==> src/rtl/spi_reg_bank.sv <==
// Register bank behind the SPI client: host writes land in control registers,
// host reads return control or status values on tx_d/tx_en.
module spi_reg_bank #(
  parameter int unsigned         addrsz  = 7,
  parameter int unsigned         payload = 8,
  parameter int unsigned         nregs   = 16,
  parameter int unsigned         nstat   = 8,
  parameter logic [payload-1:0]  rst_val = '0
) (
  input  logic                       clk,
  input  logic                       reset_n,
  input  logic [addrsz-1:0]          reg_addr,
  input  logic                       addr_dv,
  input  logic                       rw_out,
  input  logic [payload-1:0]         rx_d,
  input  logic                       rxdv,
  output logic [payload-1:0]         tx_d,
  output logic                       tx_en,
  output logic [nregs*payload-1:0]   ctrl_q,
  input  logic [nstat*payload-1:0]   status_i,
  output logic                       wr_stb,
  output logic [addrsz-1:0]          wr_addr,
  output logic                       rd_stb,
  output logic                       err,
  input  logic                       err_clr
);

  localparam int unsigned CW = (nregs > 1) ? $clog2(nregs) : 1;
  localparam int unsigned SW = (nstat > 1) ? $clog2(nstat) : 1;

  typedef enum logic [2:0] {
    S_IDLE    = 3'd0,
    S_RD_LOAD = 3'd1,
    S_RD_HOLD = 3'd2,
    S_WR_WAIT = 3'd3,
    S_DONE    = 3'd4
  } state_t;

  state_t               state_q, state_d;
  logic                 addr_dv_q, rxdv_q;
  logic [addrsz-1:0]    addr_q, addr_d;
  logic [payload-1:0]   tx_d_q, tx_d_d;
  logic                 tx_en_q, tx_en_d;
  logic                 rd_stb_q, rd_stb_d;
  logic                 wr_stb_q, wr_stb_d;
  logic [addrsz-1:0]    wr_addr_q, wr_addr_d;
  logic                 err_q, err_d, err_set;
  logic                 ctrl_we;
  logic [payload-1:0]   ctrl_mem_q [nregs];
  logic [payload-1:0]   stat_arr   [nstat];

  logic                 addr_rise, rxdv_rise;
  logic [31:0]          addr_ext;
  logic                 is_ctrl, is_stat;
  logic [payload-1:0]   ctrl_rd, stat_rd;
  logic [SW-1:0]        stat_idx;

  assign addr_rise = addr_dv & ~addr_dv_q;
  assign rxdv_rise = rxdv & ~rxdv_q;

  assign addr_ext = 32'(addr_q);
  assign is_ctrl  = addr_ext < nregs;
  assign is_stat  = !is_ctrl && (addr_ext < nregs + nstat);
  assign stat_idx = SW'(addr_ext - nregs);
  assign ctrl_rd  = ctrl_mem_q[addr_q[CW-1:0]];
  assign stat_rd  = stat_arr[stat_idx];

  for (genvar j = 0; j < nstat; j++) begin : g_stat
    assign stat_arr[j] = status_i[j*payload +: payload];
  end

  for (genvar i = 0; i < nregs; i++) begin : g_ctrl
    assign ctrl_q[i*payload +: payload] = ctrl_mem_q[i];
  end

  always_comb begin
    state_d   = state_q;
    addr_d    = addr_q;
    tx_d_d    = tx_d_q;
    tx_en_d   = tx_en_q;
    rd_stb_d  = 1'b0;
    wr_stb_d  = 1'b0;
    wr_addr_d = wr_addr_q;
    err_set   = 1'b0;
    ctrl_we   = 1'b0;
    case (state_q)
      S_IDLE: begin
        if (addr_rise) begin
          addr_d  = reg_addr;
          state_d = rw_out ? S_RD_LOAD : S_WR_WAIT;
        end
      end
      S_RD_LOAD: begin
        tx_en_d = 1'b1;
        state_d = S_RD_HOLD;
        if (is_ctrl) begin
          tx_d_d   = ctrl_rd;
          rd_stb_d = 1'b1;
        end else if (is_stat) begin
          tx_d_d   = stat_rd;
          rd_stb_d = 1'b1;
        end else begin
          tx_d_d  = '0;
          err_set = 1'b1;
        end
      end
      S_RD_HOLD: begin
        if (!addr_dv) begin
          tx_en_d = 1'b0;
          tx_d_d  = '0;
          state_d = S_IDLE;
        end
      end
      S_WR_WAIT: begin
        if (rxdv_rise) begin
          state_d = S_DONE;
          if (is_ctrl) begin
            ctrl_we   = 1'b1;
            wr_stb_d  = 1'b1;
            wr_addr_d = addr_q;
          end else begin
            err_set = 1'b1;
          end
        end else if (!addr_dv) begin
          state_d = S_IDLE;
        end
      end
      S_DONE: begin
        if (!addr_dv) state_d = S_IDLE;
      end
      default: state_d = S_IDLE;
    endcase
    // a new error in the same cycle as err_clr must survive
    err_d = err_set | (err_q & ~err_clr);
  end

  always_ff @(posedge clk or negedge reset_n) begin
    if (!reset_n) begin
      state_q   <= S_IDLE;
      addr_dv_q <= 1'b0;
      rxdv_q    <= 1'b0;
      addr_q    <= '0;
      tx_d_q    <= '0;
      tx_en_q   <= 1'b0;
      rd_stb_q  <= 1'b0;
      wr_stb_q  <= 1'b0;
      wr_addr_q <= '0;
      err_q     <= 1'b0;
    end else begin
      state_q   <= state_d;
      addr_dv_q <= addr_dv;
      rxdv_q    <= rxdv;
      addr_q    <= addr_d;
      tx_d_q    <= tx_d_d;
      tx_en_q   <= tx_en_d;
      rd_stb_q  <= rd_stb_d;
      wr_stb_q  <= wr_stb_d;
      wr_addr_q <= wr_addr_d;
      err_q     <= err_d;
    end
  end

  always_ff @(posedge clk or negedge reset_n) begin
    if (!reset_n) begin
      for (int i = 0; i < nregs; i++) ctrl_mem_q[i] <= rst_val;
    end else if (ctrl_we) begin
      ctrl_mem_q[addr_q[CW-1:0]] <= rx_d;
    end
  end

  assign tx_d    = tx_d_q;
  assign tx_en   = tx_en_q;
  assign rd_stb  = rd_stb_q;
  assign wr_stb  = wr_stb_q;
  assign wr_addr = wr_addr_q;
  assign err     = err_q;

endmodule

==> config.mk <==
export PLATFORM = sky130hd
export DESIGN_NAME = spi_reg_bank
export DESIGN_NICKNAME = d
export VERILOG_FILES = /design/src/rtl/spi_reg_bank.sv
export SDC_FILE = /design/constraint.sdc
export NUM_CORES = 1
export LEC_CHECK = 0
export BUFFER_PORTS_ARGS = -buffer_cell sky130_fd_sc_hd__buf_2
export CAP_MARGIN = 25
export CORE_AREA = 2 2 122 124
export DETAILED_ROUTE_END_ITERATION = 6
export DIE_AREA = 0 0 124 126
export HOLD_SLACK_MARGIN = 0.15
export PLACE_DENSITY = 0.86
export SLEW_MARGIN = 5
export SYNTH_ARGS = -nofsm -noshare
export SYNTH_HDL_FRONTEND = slang
export SYNTH_SLANG_ARGS = --single-unit
export TNS_END_PERCENT = 30
==> constraint.sdc <==
create_clock -name clk -period 5.6 [get_ports clk]
set_input_delay 0.28 -clock clk [delete_from_list [all_inputs] [get_ports clk]]
set_output_delay 0.28 -clock clk [all_outputs]
set_load 0.01 [all_outputs]
==> flow_summary.ini, run 1 <==
[sta]
fin_worst_skew_ns = 0.00979
rsz0062_at_grt = false
hold_violations = 0
setup_viol = 0
setup_tns_ns = 0
worst_pin_slew_ns = 0.909
final.setup.worst_slack_ns = 2.68
slew_violations = 0
max_freq_mhz = 343
period_share = 0.521
min_period_ns = 2.92
relSlewSlack = 0.393

[place]
dp_hpwl_mm = 16.4
port_buffers = 231
pre_cts_slack_ns = 2.75
gp_congestion = 0.854
dp.cells = 922

[pwr]
p_leak_nw = 5.22
ir_drop_mv = 0.260
power_density_nw_per_um2 = 328

[run]
drv_cap = 0

[routing]
wl_per_cell_um = 23.8
vias = 5884
drtAntennaViolNets = 0
first_iter_violations = 408
route.detailed.drc = 0
wl_mm = 23.0
firstDrtPassIters = 5
vias_per_cell = 6.09

[setup_path]
crit_fanout = 24
critPathLaunchType = input port
endpoint_kind = flop
reg2regPathDepth = 4
crit_type = in2reg
critical_path_required_ns = 5.91
critPathArrivalTime_ns = 3.23

[clock_network]
clk_path_buf_depth = 2
cts-root-buf = clkbuf_16
post_cts_buffers = 0
clk_pin_slew_worst_paths_ns = 0.06
ctsHoldBuffers = 11
clock_latency_ns = 0.43
cts_tree = yes
htreeDepth = 4
cts_buffers = 17
cts.repair.resized = 0
clock-sinks = 159

[die]
fp.dieArea_um2 = 15600
die_x_um = 124
core_um2 = 14300
dieHeight_um = 126
io_pins = 232
rows = 44
initial_core_util = 0.553

[synth]
synthFlopType = dfrtp_1
synth.distinct_cells = 42
synth_top_area_cell = dfrtp_1
yosysMostFrequentCell = dfrtp_1
synth_seq_area_share = 0.502
synth_nets = 626
synth-warning-count = 0
synthTopCellsByCount = 159 x dfrtp_1, 141 x mux2_2, 32 x mux4_2
synth_cells = 541
synth-async-reset-ratio = 1.00
synthTopCellsByArea = dfrtp_1 50%, mux2_2 20%, mux4_2 9.1%, mux2i_1 3.8%, nor3_4 2.7%
synth_edf_count = 0
yosysTopAreaCellShare = 0.502
syn_area_per_cell_um2 = 14.6
synth.cell_area_um2 = 7920
ys_ff_latch = 159

[grt]
grt_max_degree = 89
grt_use_total = 0.301
grt_pass1_wl_mm = 34.4
grt_pass1_vias = 5981
grt_overflow_total = 0
antenna_found_initial = 1

[finish]
drive_above_1_share = 0.604
area_growth_pct = 24.9
layoutNonFillerInstCount = 966
final_util = 0.691
nNetsFinal = 854

[min_path]
hp-class = in2reg
hold_path_depth = 4

[outcome]
status = completed
## sequential cells by signal, summed over array words and instances, names as in the netlist
name	cells
ctrl_q	128
tx_en	1
rd_stb	1
state_q	3
addr_dv_q	1
err	1
tx_d	8
rxdv_q	1
addr_q	7
wr_addr	7
wr_stb	1
## worst max-delay path: stages
cell and delay (ns):
dlygate4sd3_1 0.53, buf_2 0.12, nor2b_1 0.31, nand4_4 0.63, nor4_4 0.92, mux2_2 0.41
## final timing paths
check,start,to,slack (ns)
max,rxdv,ctrl_q[18],2.68
min,rw_out,state_q[1],0.26
max reg2reg,state_q[0],ctrl_q[18],2.72
min reg2reg,wr_addr[4],wr_addr[4],0.48
max in group asynchronous,reset_n,ctrl_q[120],3.69
min in group asynchronous,reset_n,wr_addr[4],0.49
## kinds of logic after synthesis
group	share of synthesized area
mux	0.347
simple gates	0.0821
buf+inv	0.0240
flops	0.502
compound gates	0.0444
## layer usage
metal | up-vias | global-route usage | part of all wire
met3 | 47 | 0.0788 | 0.081
met5 | - | 0 | 0
met1 | 3018 | 0.396 | 0.40
met2 | 297 | 0.476 | 0.49
li1 | 2522 | - | -
met4 | 0 | 0.124 | 0.033
## layout make-up
| type | count | area [µm²] |
|---|---|---|
| Fill cell | 1035 | 4420 |
| Sequential cell | 159 | 3980 |
| Multi-Input combinational cell | 342 | 3750 |
| Timing Repair Buffer | 247 | 1330 |
| Clock buffer | 19 | 443 |
| Tap cell | 184 | 230 |
| Clock inverter | 12 | 144 |
| Inverter | 2 | 7.51 |
| Antenna cell | 1 | 2.50 |
## metrics by stage
step	power (mW)	instance area [µm²]	hold slack [ns]
6_report	3.25	9890	0.263
4_1_cts	3.24	9860	0.259
2_1_floorplan	1.86	7920	-0.0156
5_1_grt	3.36	9890	0.309
3_5_place_dp	2.08	9170	0.398
3_3_place_gp	2.05	9170	0.379
## placed cells by master (no fill, tap or decap), types with 5 or more instances in the layout
cell	n
a211oi_1	5
a21oi_1	8
a22oi_1	13
buf_2	230
clkbuf_16	17
clkinv_2	6
dfrtp_1	157
dlygate4sd3_1	11
mux2_2	141
mux2_4	8
mux2i_1	30
mux4_2	32
nand2_1	15
nand2b_1	6
nand3_1	6
nor2_1	9
nor2b_1	8
nor3_4	13
o21ai_0	6
## where the power goes
part           total, mW  switching (mW)  internal (mW)
sequential          1.31           0.104           1.21
combinational      0.769           0.436          0.333
clock               1.17           0.464          0.705
Note: power is estimated with default switching activity, not from simulation.
==> run 2, diff against run 1 <==
Settings changed: CORE_AREA 2 2 122 124 to 2 2 133 135, DIE_AREA 0 0 124 126 to 0 0 135 137, PLACE_DENSITY 0.86 to 0.77.
Clock period 5.6 ns to 2.56 ns, I/O delays scaled along.
==> run 2 against run 1 <==
  * Sequential share of layout area fell by 0.97 points
  * Core utilization fell by 9.7 points
  * Clock power rose by 98%
  * Die area rose by 18%
  * Sequential power rose by 120%
  * First-iteration DRC count fell by 18%
==> flow_summary.ini, run 2 (synthesis results as in run 1) <==
[routing]
route.detailed.drc = 0
wl_mm = 23.2
vias_per_cell = 5.67
drtAntennaViolNets = 0
firstDrtPassIters = 4
vias = 5850
wl_per_cell_um = 22.5
first_iter_violations = 335

[setup_path]
endpoint_kind = flop
reg2regPathDepth = 3
crit_fanout = 21
crit_type = reg2reg
r2r_end = ctrl_q[73]
critical_path_required_ns = 2.87
r2r_slack_ns = 0.32
critPathArrivalTime_ns = 2.55
r2r_start = addr_q[3]
critPathLaunchType = flop

[sta]
fin_worst_skew_ns = 0.00720
relSlewSlack = 0.339
period_share = 0.875
worst_pin_slew_ns = 0.990
slew_violations = 0
rsz0062_at_grt = false
setup_viol = 0
final.setup.worst_slack_ns = 0.321
min_period_ns = 2.24
hold_violations = 0
max_freq_mhz = 447
setup_tns_ns = 0

[min_path]
min-delay-start = status_i[10]
hold_end = tx_d[2]
hp-class = in2reg
hold_path_depth = 5

[run]
drv_cap = 0

[grt]
grt_overflow_total = 0
antenna_found_initial = 0
grt_pass1_vias = 6158
grt_max_degree = 72
grt_use_total = 0.262
grt_pass1_wl_mm = 35.6

[pwr]
ir_drop_mv = 0.505
power_density_nw_per_um2 = 686
total_power_mw = 6.96
p_leak_nw = 5.34

[die]
fp.dieArea_um2 = 18500
io_pins = 232
die_x_um = 135
rows = 48
initial_core_util = 0.464
core_um2 = 17100
dieHeight_um = 137

[clock_network]
cts_buffers = 17
cts_tree = yes
clock-sinks = 159
cts-root-buf = clkbuf_16
post_cts_buffers = 0
htreeDepth = 4
clock_latency_ns = 0.43
cts.repair.resized = 0
clk_pin_slew_worst_paths_ns = 0.06
clk_path_buf_depth = 2

[place]
gp_congestion = 0.855
dp_hpwl_mm = 16.7
pre_cts_slack_ns = 0.333
port_buffers = 231

[finish]
largest_register_ffs = 128
area_growth_pct = 28.0
nNetsFinal = 879
most-common-layout-cells = 230 x buf_2, 157 x dfrtp_1, 141 x mux2_2, 32 x mux4_2, 30 x mux2i_1
drive_above_1_share = 0.613
fillers = 1383
antenna_cells = 0
final_common_cell = buf_2

[outcome]
status = completed
[run 2: worst max path at each step]
stage | startpoint | to | slack, ns | depth (start not counted)
floorplan | addr_q[4] | ctrl_q[120] | 0.55 | 5
global placement | addr_q[0] | tx_d[0] | 0.37 | 6
detailed placement | addr_q[0] | tx_d[0] | 0.33 | 6
CTS | addr_q[0] | tx_d[0] | 0.32 | 6
global route | addr_q[0] | tx_d[0] | 0.19 | 6
finish | addr_q[3] | ctrl_q[73] | 0.32 | 3
[run 2: per-stage QoR]
stage | std cells | cell area (µm²) | hold slack (ns) | utilization
global placement | 988 | 9480 | 0.202 | 0.556
finish | 1032 | 10100 | 0.199 | 0.594
CTS | 1032 | 10100 | 0.156 | 0.594
floorplan | 541 | 7920 | -0.168 | -
global route | 1032 | 10100 | 0.203 | 0.594
detailed placement | 988 | 9480 | 0.201 | 0.556
[run 2: area by class of cell]
type | instances | area, µm² | share of cell area
Inverter | 2 | 7.51 | 0.000740
Clock inverter | 9 | 60.1 | 0.00592
Clock buffer | 23 | 478 | 0.0471
Tap cell | 225 | 282 | 0.0278
Timing Repair Buffer | 272 | 1580 | 0.155
Sequential cell | 159 | 3980 | 0.393
Multi-Input combinational cell | 342 | 3750 | 0.370
[run 2: routing by layer]
layer  track usage  share of wire  vias to the layer above
met4        0.0868          0.018                        0
met1         0.353           0.42                     3000
met2         0.424           0.49                      260
met3        0.0570          0.071                       25
met5             0              0                        -
li1              -              -                     2565
[run 2: what timing repair did]
item / 4_1_cts / 5_1_grt
setup endpoints to repair: 0 / 0
hold buffers: 12 / 0
hold endpoints to repair: 83 / 0
[run 2: worst max-delay path: stages, from the launching register on]
cell,delay (ns)
dfrtp_1,0.76
nand2b_1,0.38
nor3_4,0.56
mux2_2,0.40
[run 2: where the power goes]
group          leakage [nW]  switching, mW  internal, mW
registers              2.19          0.252          2.64
logic                  2.89          0.953         0.794
clock network         0.259           1.00          1.31
==> run 3, diff against run 2 <==
==> constraint.sdc (replaced) <==
create_clock -name clk -period 2.56 [get_ports clk]
set_input_delay 0.384 -clock clk [delete_from_list [all_inputs] [get_ports clk]]
set_output_delay 0.384 -clock clk [all_outputs]
set_load 0.01 [all_outputs]
==> run 3 against run 2 <==
  * Maximum frequency decreased by 1.7%
  * Non-clock buffer count decreased by 12
  * Cell count decreased by 1.4%
  * Design area decreased by 0.43%
  * Die area unchanged
  * Clock-buffer cell count increased by 1
  * Register-to-register slack improved by 0.14 ns
  * Sequential power decreased by 2%
  * Largest power group unchanged
  * Setup slack got worse by 0.038 ns
  * Power increased by 3.9%
==> flow_summary.ini, run 3 (synthesis results as in run 1) <==
[die]
initial_core_util = 0.464
rows = 48
die_x_um = 135
dieHeight_um = 137
io_pins = 232
core_um2 = 17100
fp.dieArea_um2 = 18500

[finish]
area_growth_pct = 27.4
largest_register_ffs = 128
nNetsFinal = 867
drive_above_1_share = 0.614
final_common_cell = buf_2
antenna_cells = 0
final_area_um2 = 10100
most-common-layout-cells = 230 x buf_2, 157 x dfrtp_1, 141 x mux2_2, 32 x mux4_2, 30 x mux2i_1

[routing]
wl_per_cell_um = 22.3
wl_mm = 22.7
drtAntennaViolNets = 0
route.detailed.drc = 0
first_iter_violations = 272
firstDrtPassIters = 5
vias_per_cell = 5.59
vias = 5687

[pwr]
ir_drop_mv = 0.542
p_leak_nw = 5.32
power_density_nw_per_um2 = 716

[sta]
setup_tns_ns = 0
slew_violations = 0
relSlewSlack = 0.603
max_freq_mhz = 439
min_period_ns = 2.28
holdWs_ns = 0.197
hold_violations = 0
worst_pin_slew_ns = 0.595
rsz0062_at_grt = false
period_share = 0.889
fin_worst_skew_ns = 0.0115
setup_viol = 0

[clock_network]
clk_path_buf_depth = 2
clk_pin_slew_worst_paths_ns = 0.06
clock-sinks = 159
clock_latency_ns = 0.43
cts_buffers = 17
cts-root-buf = clkbuf_16
cts.repair.resized = 0
cts_tree = yes
htreeDepth = 4

[setup_path]
slowest_delay_ns = 0.52
critPathArrivalTime_ns = 2.58
crit_fanout = 24
crit_type = in2reg
critPathLaunchType = input port
cpMaxStageDelayCell = dlygate4sd3_1
crit_chain = dlygate4sd3_1, buf_2, nor2b_1, nand4_4, buf_12, nor3_4, mux2_2
critical_path_required_ns = 2.86
endpoint_kind = flop

[grt]
grt_use_total = 0.254
grt_pass1_vias = 5872
grt_pass1_wl_mm = 34.5
grt_max_degree = 59
antenna_found_initial = 0
grt_overflow_total = 0

[place]
port_buffers = 231
gp_congestion = 0.830
placed_area_um2 = 9450
dp_hpwl_mm = 16.6

[outcome]
status = completed

[min_path]
hp-class = in2reg

[run]
drv_cap = 0
[run 3: final cells by class]
class	count	area [µm²]
clock buffer	24	472
sequential	159	3980
inverter	2	7.51
fill	1406	6960
clock inverter	6	133
tap	225	282
timing repair buffer	260	1470
multi-input combinational	342	3750
[run 3: final timing paths]
path	from	end	slack [ns]	cells past startpoint
max in group asynchronous	reset_n	ctrl_q[19]	1.32	3
min in group asynchronous	reset_n	wr_addr[5]	0.51	2
worst max register to register	addr_q[3]	tx_d[7]	0.46	4
worst min-delay path	reg_addr[3]	addr_q[3]	0.20	2
worst min register to register	wr_addr[4]	wr_addr[4]	0.48	1
worst max-delay path	rxdv	ctrl_q[113]	0.28	7
[run 3: metrics by stage]
| stage | total power [mW] | instances | setup slack, ns | utilization |
|---|---|---|---|---|
| final | 7.23 | 1018 | 0.284 | 0.592 |
| after global routing | 7.55 | 1018 | 0.162 | 0.592 |
| after CTS | 7.29 | 1018 | 0.309 | 0.592 |
| after detailed placement | 4.65 | 984 | 0.415 | 0.554 |
| after global placement | 4.63 | 984 | 0.447 | 0.554 |
| after floorplan | 4.07 | 541 | 0.551 | - |
[run 3: repair_timing]
action,4_1_cts,5_1_grt
endpoints found under the hold margin,58,0
hold buffers,4,0
setup buffers,0,0
[run 3: where the power goes]
| part | internal (mW) | switching, mW | leakage, nW |
|---|---|---|---|
| Clock | 1.67 | 0.951 | 0.290 |
| Sequential | 2.64 | 0.190 | 2.19 |
| Combinational | 0.778 | 0.997 | 2.84 |
[run 3: layer usage]
metal	vias to the layer above	GRT usage	share of wire
met4	0	0.0828	0.021
met3	31	0.0544	0.062
met1	2893	0.342	0.43
met5	-	0	0
met2	232	0.415	0.49
li1	2531	-	-
[run 3: critical path: cells and delay by family]
family,cells,cell delay [ns]
multiplexers,1,0.40
AND/OR/NAND/NOR,3,0.93
buffers and inverters,3,0.84
